==> src/rtl/seq_tx_8.sv <==
// seq_tx_8 -- serial pattern transmitter.
//
// Holds an 8-bit pattern and shifts it out LSB first on dout. Each bit is
// held for bit_div+1 clocks, and the whole pattern is sent rep_cnt+1 times
// back to back. A one-cycle done pulse follows a frame that completes.
//
// Ports:
//   clk         rising-edge clock
//   rst_n       asynchronous active-low reset
//   load        capture pattern_in into the pattern register (IDLE only)
//   pattern_in  pattern to transmit, bit 0 first
//   start       begin a transmission (IDLE only, not queued)
//   abort       cancel an active transmission (SHIFT only)
//   rep_cnt     additional repetitions, latched at start
//   bit_div     bit period minus one, latched at start
//   dout        serial data (registered)
//   dout_valid  high while dout carries a pattern bit (registered)
//   busy        high whenever the FSM is not IDLE (registered)
//   done        one-cycle completion pulse (registered)
//
// Handshake: load, start and abort are plain level strobes sampled on
// every rising edge. There is no valid/ready pairing; a strobe that
// arrives in a state that does not accept it is dropped, not queued.

module seq_tx_8 #(
    parameter int WIDTH = 8,
    parameter int DIV_W = 4
) (
    input  logic             clk,
    input  logic             rst_n,
    input  logic             load,
    input  logic [WIDTH-1:0] pattern_in,
    input  logic             start,
    input  logic             abort,
    input  logic [3:0]       rep_cnt,
    input  logic [DIV_W-1:0] bit_div,
    output logic             dout,
    output logic             dout_valid,
    output logic             busy,
    output logic             done
);

    localparam int IDX_W = $clog2(WIDTH);

    typedef enum logic [2:0] {
        S_IDLE  = 3'b001,
        S_SHIFT = 3'b010,
        S_DONE  = 3'b100
    } state_t;

    state_t           state;
    logic [WIDTH-1:0] pattern;
    logic [DIV_W-1:0] div_cnt;
    logic [DIV_W-1:0] div_lat;
    logic [IDX_W-1:0] bit_idx;
    logic [3:0]       rep_left;
    logic [IDX_W-1:0] idx_nxt;

    // Bit index wraps modulo WIDTH naturally through its width.
    assign idx_nxt = bit_idx + 1'b1;

    // Outputs are registered, so each transition loads the output values
    // that belong to the state being entered.
    always_ff @(posedge clk or negedge rst_n) begin
        if (!rst_n) begin
            state      <= S_IDLE;
            pattern    <= '0;
            div_cnt    <= '0;
            div_lat    <= '0;
            bit_idx    <= '0;
            rep_left   <= '0;
            dout       <= 1'b0;
            dout_valid <= 1'b0;
            busy       <= 1'b0;
            done       <= 1'b0;
        end else begin
            case (state)
                S_IDLE: begin
                    done <= 1'b0;
                    if (load)
                        pattern <= pattern_in;
                    if (start) begin
                        state      <= S_SHIFT;
                        rep_left   <= rep_cnt;
                        div_lat    <= bit_div;
                        bit_idx    <= '0;
                        div_cnt    <= '0;
                        // A simultaneous load must be the pattern sent, so
                        // take bit 0 straight from the input in that case.
                        dout       <= load ? pattern_in[0] : pattern[0];
                        dout_valid <= 1'b1;
                        busy       <= 1'b1;
                    end
                end

                S_SHIFT: begin
                    if (abort) begin
                        state      <= S_IDLE;
                        dout       <= 1'b0;
                        dout_valid <= 1'b0;
                        busy       <= 1'b0;
                    end else if (div_cnt == div_lat) begin
                        div_cnt <= '0;
                        if (bit_idx == IDX_W'(WIDTH - 1)) begin
                            if (rep_left != 4'd0) begin
                                // Next repetition starts with no gap cycle.
                                rep_left <= rep_left - 4'd1;
                                bit_idx  <= '0;
                                dout     <= pattern[0];
                            end else begin
                                state      <= S_DONE;
                                dout       <= 1'b0;
                                dout_valid <= 1'b0;
                                done       <= 1'b1;
                            end
                        end else begin
                            bit_idx <= idx_nxt;
                            dout    <= pattern[idx_nxt];
                        end
                    end else begin
                        div_cnt <= div_cnt + 1'b1;
                    end
                end

                S_DONE: begin
                    state <= S_IDLE;
                    done  <= 1'b0;
                    busy  <= 1'b0;
                end

                default: begin
                    state      <= S_IDLE;
                    dout       <= 1'b0;
                    dout_valid <= 1'b0;
                    busy       <= 1'b0;
                    done       <= 1'b0;
                end
            endcase
        end
    end

endmodule

==> config.mk <==
export PLATFORM = sky130hd
export DESIGN_NAME = seq_tx_8
export DESIGN_NICKNAME = d
export VERILOG_FILES = /design/src/rtl/seq_tx_8.sv
export SDC_FILE = /design/constraint.sdc
export NUM_CORES = 1
export LEC_CHECK = 0
export BUFFER_PORTS_ARGS = -buffer_cell sky130_fd_sc_hd__buf_2
export CORE_ASPECT_RATIO = 0.7
export CORE_MARGIN = 1
export CORE_UTILIZATION = 40
export CTS_CLUSTER_DIAMETER = 200
export DETAILED_ROUTE_END_ITERATION = 6
export GPL_TIMING_DRIVEN = 0
export SKIP_CTS_REPAIR_TIMING = 1
export SLEW_MARGIN = 10
export SYNTH_ARGS = -nofsm -noshare
export SYNTH_HDL_FRONTEND = slang
export SYNTH_SLANG_ARGS = --single-unit
==> constraint.sdc <==
create_clock -name clk -period 6.8 [get_ports clk]
set_clock_uncertainty 0.15 [all_clocks]
set_input_delay 0 -clock clk [delete_from_list [all_inputs] [get_ports clk]]
set_output_delay 0 -clock clk [all_outputs]
set_load 0.05 [all_outputs]
-- After elaboration in Yosys (flattened, before gate mapping)
Index checks and enable logic that the tools add are counted.
- flip-flop bits (word level): 30
- input bits: 21
- add/subtract/negate cells: 3
- magnitude comparators: 1
- equal/unequal tests: 16
- multiplexer cells: 44
- bitwise logic cells: 1
- reduce and logical (&&, ||, !) cells: 12
- operators with widths (cell ; count):
    $mux 4 ; 8
    $mux 3 ; 10
    $mux 1 ; 18
    $pmux 4 s2 ; 2
    $ne 2x2->1 const B ; 7
    $ne 3x3->1 const B ; 4
    $pmux 3 s2 ; 2
    $reduce_and 5->1 ; 2
    $reduce_and 4->1 ; 2
    $eq 3x3->1 const B ; 2
    $pmux 1 s3 ; 2
    $reduce_and 2->1 ; 3
    $reduce_and 3->1 ; 2
    $reduce_and 6->1 ; 1
    $add 4x1->4 const B ; 1
    $eq 4x4->1 ; 1
    $lt 3x4->1 const B ; 1
    $reduce_bool 4->1 ; 1
    $sub 4x1->4 const B ; 1
    $add 3x1->3 const B ; 1
    $bmux 1 s3 ; 1
    $eq 3x1->1 const B ; 1
    $eq 3x2->1 const B ; 1
    $pmux 1 s2 ; 1
    other kinds (2) ; 2

-- Longest topological paths before layout
- depth in word-level cells: 7
- gate-level depth with buffers: 7
- mapped depth without buffers: 7

-- Least setup slack after synthesis
No wires, ideal clock.
- path type: flip-flop to flip-flop
- from: register bit_idx[0]
- to: register bit_idx[0]
- library setup time: 125 ps
- arrival: 1965 ps
- setup slack: 4560 ps
- cell stages (with the launch flop): 8
- buffers on the path: 0
- period minus slack after synthesis: 2240 ps
- path through: dfrtp_1 > ha_1 > ha_1 > and4bb_4 > or3b_1 > a21oi_2 > nand2_2 > mux2_4
- cells in the longest elaborated chain, start to end: 5
- ends and longest elaborated chain (what ; RTL line ; text):
    start: declaration ; 55 ; logic [IDX_W-1:0] bit_idx;
    start signal: assignment ; 117 ; bit_idx <= idx_nxt;
    $add 3x1->3 / $eq 3x3->1 (equally long branches) ; 60, 104 ;
    $mux 3 ; 104 ; if (bit_idx == IDX_W'(WIDTH - 1)) begin
    $mux 3 ; 102 ; end else if (div_cnt == div_lat) begin
    $mux 3 ; 97 ; if (abort) begin
    $pmux 3 s2 ; 77 ; case (state)
Several ways; a longest one is shown, not always the timed one. The select of a mux whose other input is x is not followed.
A chain may end at the register's enable or synchronous reset.

-- Worst setup path after layout
Ends and elaborated chain as after synthesis.

==> reports/qor.yml <==
insertion_delay_ns: 0.28
setup_viol: 0
start_util_pct: 43.7
cp_cell_sequence: "ha_1 > ha_1 > and4bb_4 > or3b_1 > a21oi_2 > nand2_2 > mux2_4"
rsz0062_at_grt: "false"
die_area_mm2: 0.00427
worstHoldStart: "rep_cnt[0]"
r2r_start: "bit_idx[0]$_DFFE_PN0P_"
cp.arrival_ns: 2.45
final_cell_mix: "29 x dfrtp_1, 24 x buf_2, 18 x dlygate4sd3_1"
holdWs_ns: -0.0192
holdPathEnd: "rep_left[0]$_DFFE_PN0P_"
postSynthCellCount: 142
syn2layout_area_growth_pct: 28.3
cts_made_buffers: 5
max_freq_mhz: 411
maxCapViolCount: 0
critPathMaxFanout: 6
r2r_cells: 7
max_slew_margin_pct: 54.0
status: "finished, violations left"
slowest_delay_ns: 0.46
r2r_end: "bit_idx[0]$_DFFE_PN0P_"
fin_util_pct: 56.1
final_common_cell: "dfrtp_1"
start_kind: "register"
vias: 1255
synth.cell_area_mm2: 0.00160
portBuffers: 24
ir_worst_vdd_v: 0.000204
grt_util_all_layers_pct: 18.0
timing.critical_path.mode_cell: "ha_1"
end_kind: "register"
period_minus_slack_ns: 2.44
final_nets: 216
drt-initial-drc-count: 58
hold_path.class: "primary input to register"
diodes: 0
wl_per_cell_um: 14.5
final_hold_viol_count: 1
die_w_um: 77.7
synth_seq_area_share_pct: 46.9
critical_path_class: "register to register"
ioPinCount: 25
fin_setup_tns_ns: 0
setup_ws_ns: 4.36
critPathSlowestCell: "dfrtp_1"
clk_path_buf_depth: 2
cts_sinks: 30
grt_max_degree: 31
p_leak_nw: 0.890
yosysWarnings: 0
yosysUniqueCellTypes: 43
place_hpwl_um: 2490
ctsHtreeMaxLevel: 2
drt_pre_antenna_iters: 5
ys_seq_elements: 30
pre_cts_ws_ns: 4.37
gp_congestion: 0.740
fin_crit_sh_pct: 35.8
drive_above_1_share_pct: 31.8
maxSlewViolCount: 0
clkTransAtPathRegs_ns: 0.07
core_mm2: 0.00367
syn_nets: 167
cts_tree: "yes"
syn_area_per_cell_um2: 11.3
route.detailed.drc: 0
violations: "hold timing"
fillCellCount: 327
rrSetupSlack_ns: 4.36
viasPerCell: 5.19
tightest_slew_ns: 0.690
grt_pass1_vias: 1142
hold_depth: 4
antenna_found_initial: 0
routed_wirelength_um: 3500
rows: 18
cp.required_ns: 6.81
grt-ovfl-total: 0
cts_root_buf: "clkbuf_8"
p_per_area_mw_per_mm2: 328
die_h_um: 55.0
grt_pass1_wl_um: 5570
ant_nets: 0
-- layer usage --
layer | vias up | global-route usage (%) | share of wire, %
li1 | 627 | - | -
met1 | 600 | 24.1 | 53
met2 | 24 | 28.3 | 42
met3 | 4 | 4.92 | 3.9
met4 | 0 | 6.60 | 0.49
met5 | - | 0 | 0
-- layout make-up --
class / count / area, µm² / area share (%)
repair buffers: 42 / 300 / 14.6
clock inverters: 1 / 5.00 / 0.243
multi-input cells: 104 / 807 / 39.2
clock buffers: 7 / 86.3 / 4.19
inverters: 5 / 18.8 / 0.912
flip-flops and latches: 30 / 752 / 36.5
well taps: 50 / 62.6 / 3.04
plain buffers: 3 / 26.3 / 1.28
-- worst max-delay path by stage --
stage | startpoint | end | slack [ns]
6_report | bit_idx[0]$_DFFE_PN0P_ | bit_idx[0]$_DFFE_PN0P_ | 4.36
5_1_grt | bit_idx[0]$_DFFE_PN0P_ | bit_idx[1]$_DFFE_PN0P_ | 4.29
4_1_cts | bit_idx[0]$_DFFE_PN0P_ | bit_idx[0]$_DFFE_PN0P_ | 4.36
3_5_place_dp | bit_idx[0]$_DFFE_PN0P_ | bit_idx[0]$_DFFE_PN0P_ | 4.37
3_3_place_gp | bit_idx[0]$_DFFE_PN0P_ | bit_idx[1]$_DFFE_PN0P_ | 4.41
2_1_floorplan | bit_idx[0]$_DFFE_PN0P_ | bit_idx[0]$_DFFE_PN0P_ | 4.56
-- sequential cells by signal, summed over array words and instances, names as in the netlist --
signal,flops
bit_idx,3
dout,1
div_lat,4
pattern,8
rep_left,4
dout_valid,1
state,3
busy,1
div_cnt,4
done,1
-- kinds of logic (layout without fill, tap and decap cells) --
| kind of cell | after synthesis | in the layout | share of synthesized area [%] |
|---|---|---|---|
| adders and majority gates | 4 | 4 | 3.12 |
| muxes | 20 | 20 | 15.6 |
| AOI/OAI and AO/OA | 33 | 33 | 12.8 |
| and+or+nand+nor | 43 | 43 | 16.6 |
| buffers and inverters | 8 | 58 | 2.81 |
| DFF | 30 | 30 | 46.9 |
| xor gates and xnor gates | 4 | 4 | 2.18 |
-- where the power goes --
group | switching, mW | leakage (nW) | internal [mW]
Sequential | 0.0464 | 0.371 | 0.238
Clock | 0.0640 | 0.0482 | 0.0814
Combinational | 0.124 | 0.471 | 0.121
Total | 0.235 | 0.890 | 0.441
-- synth_stat cells (all sizes together) --
library cell / n / area (µm²)
nor3: 4 / 20.0
dfrtp: 29 / 726
o22a: 1 / 8.76
or3b: 4 / 35.0
nor2: 10 / 40.0
nor4: 1 / 6.26
nor2b: 1 / 8.76
nor3b: 5 / 53.8
nand2b: 1 / 6.26
nand3: 3 / 15.0
and4bb: 1 / 16.3
a32o: 1 / 10.0
xnor2: 4 / 35.0
a21oi: 16 / 83.8
nand3b: 1 / 7.51
nand4: 1 / 6.26
mux4: 2 / 45.0
a31oi: 1 / 6.26
ha: 4 / 50.1
mux2: 14 / 165
nand2: 9 / 36.3
o22ai: 1 / 6.26
o31ai: 1 / 7.51
and2: 1 / 6.26
a32oi: 1 / 16.3
o21ai: 9 / 48.8
mux2i: 4 / 40.0
o41ai: 1 / 8.76
inv: 5 / 18.8
dfstp: 1 / 26.3
a221oi: 1 / 8.76
buf: 3 / 26.3
and4: 1 / 8.76
-- per-stage QoR --
stage	instances	power (mW)	area [µm²]
2_1_floorplan	142	0.463	1600
4_1_cts	224	0.675	1880
6_report	242	0.675	2060
3_5_place_dp	216	0.527	1790
5_1_grt	242	0.720	2060
3_3_place_gp	216	0.514	1790
-- worst max-delay path, delay by kind of cell, from the launching register on --
kind / cells / cell delay (ns)
adder cells (fa/ha/maj): 2 / 0.51
AND/OR/NAND/NOR: 3 / 0.72
flip-flops: 1 / 0.46
AO/OA/AOI/OAI: 1 / 0.16
multiplexers: 1 / 0.31
(Power assumes the default switching activity.)
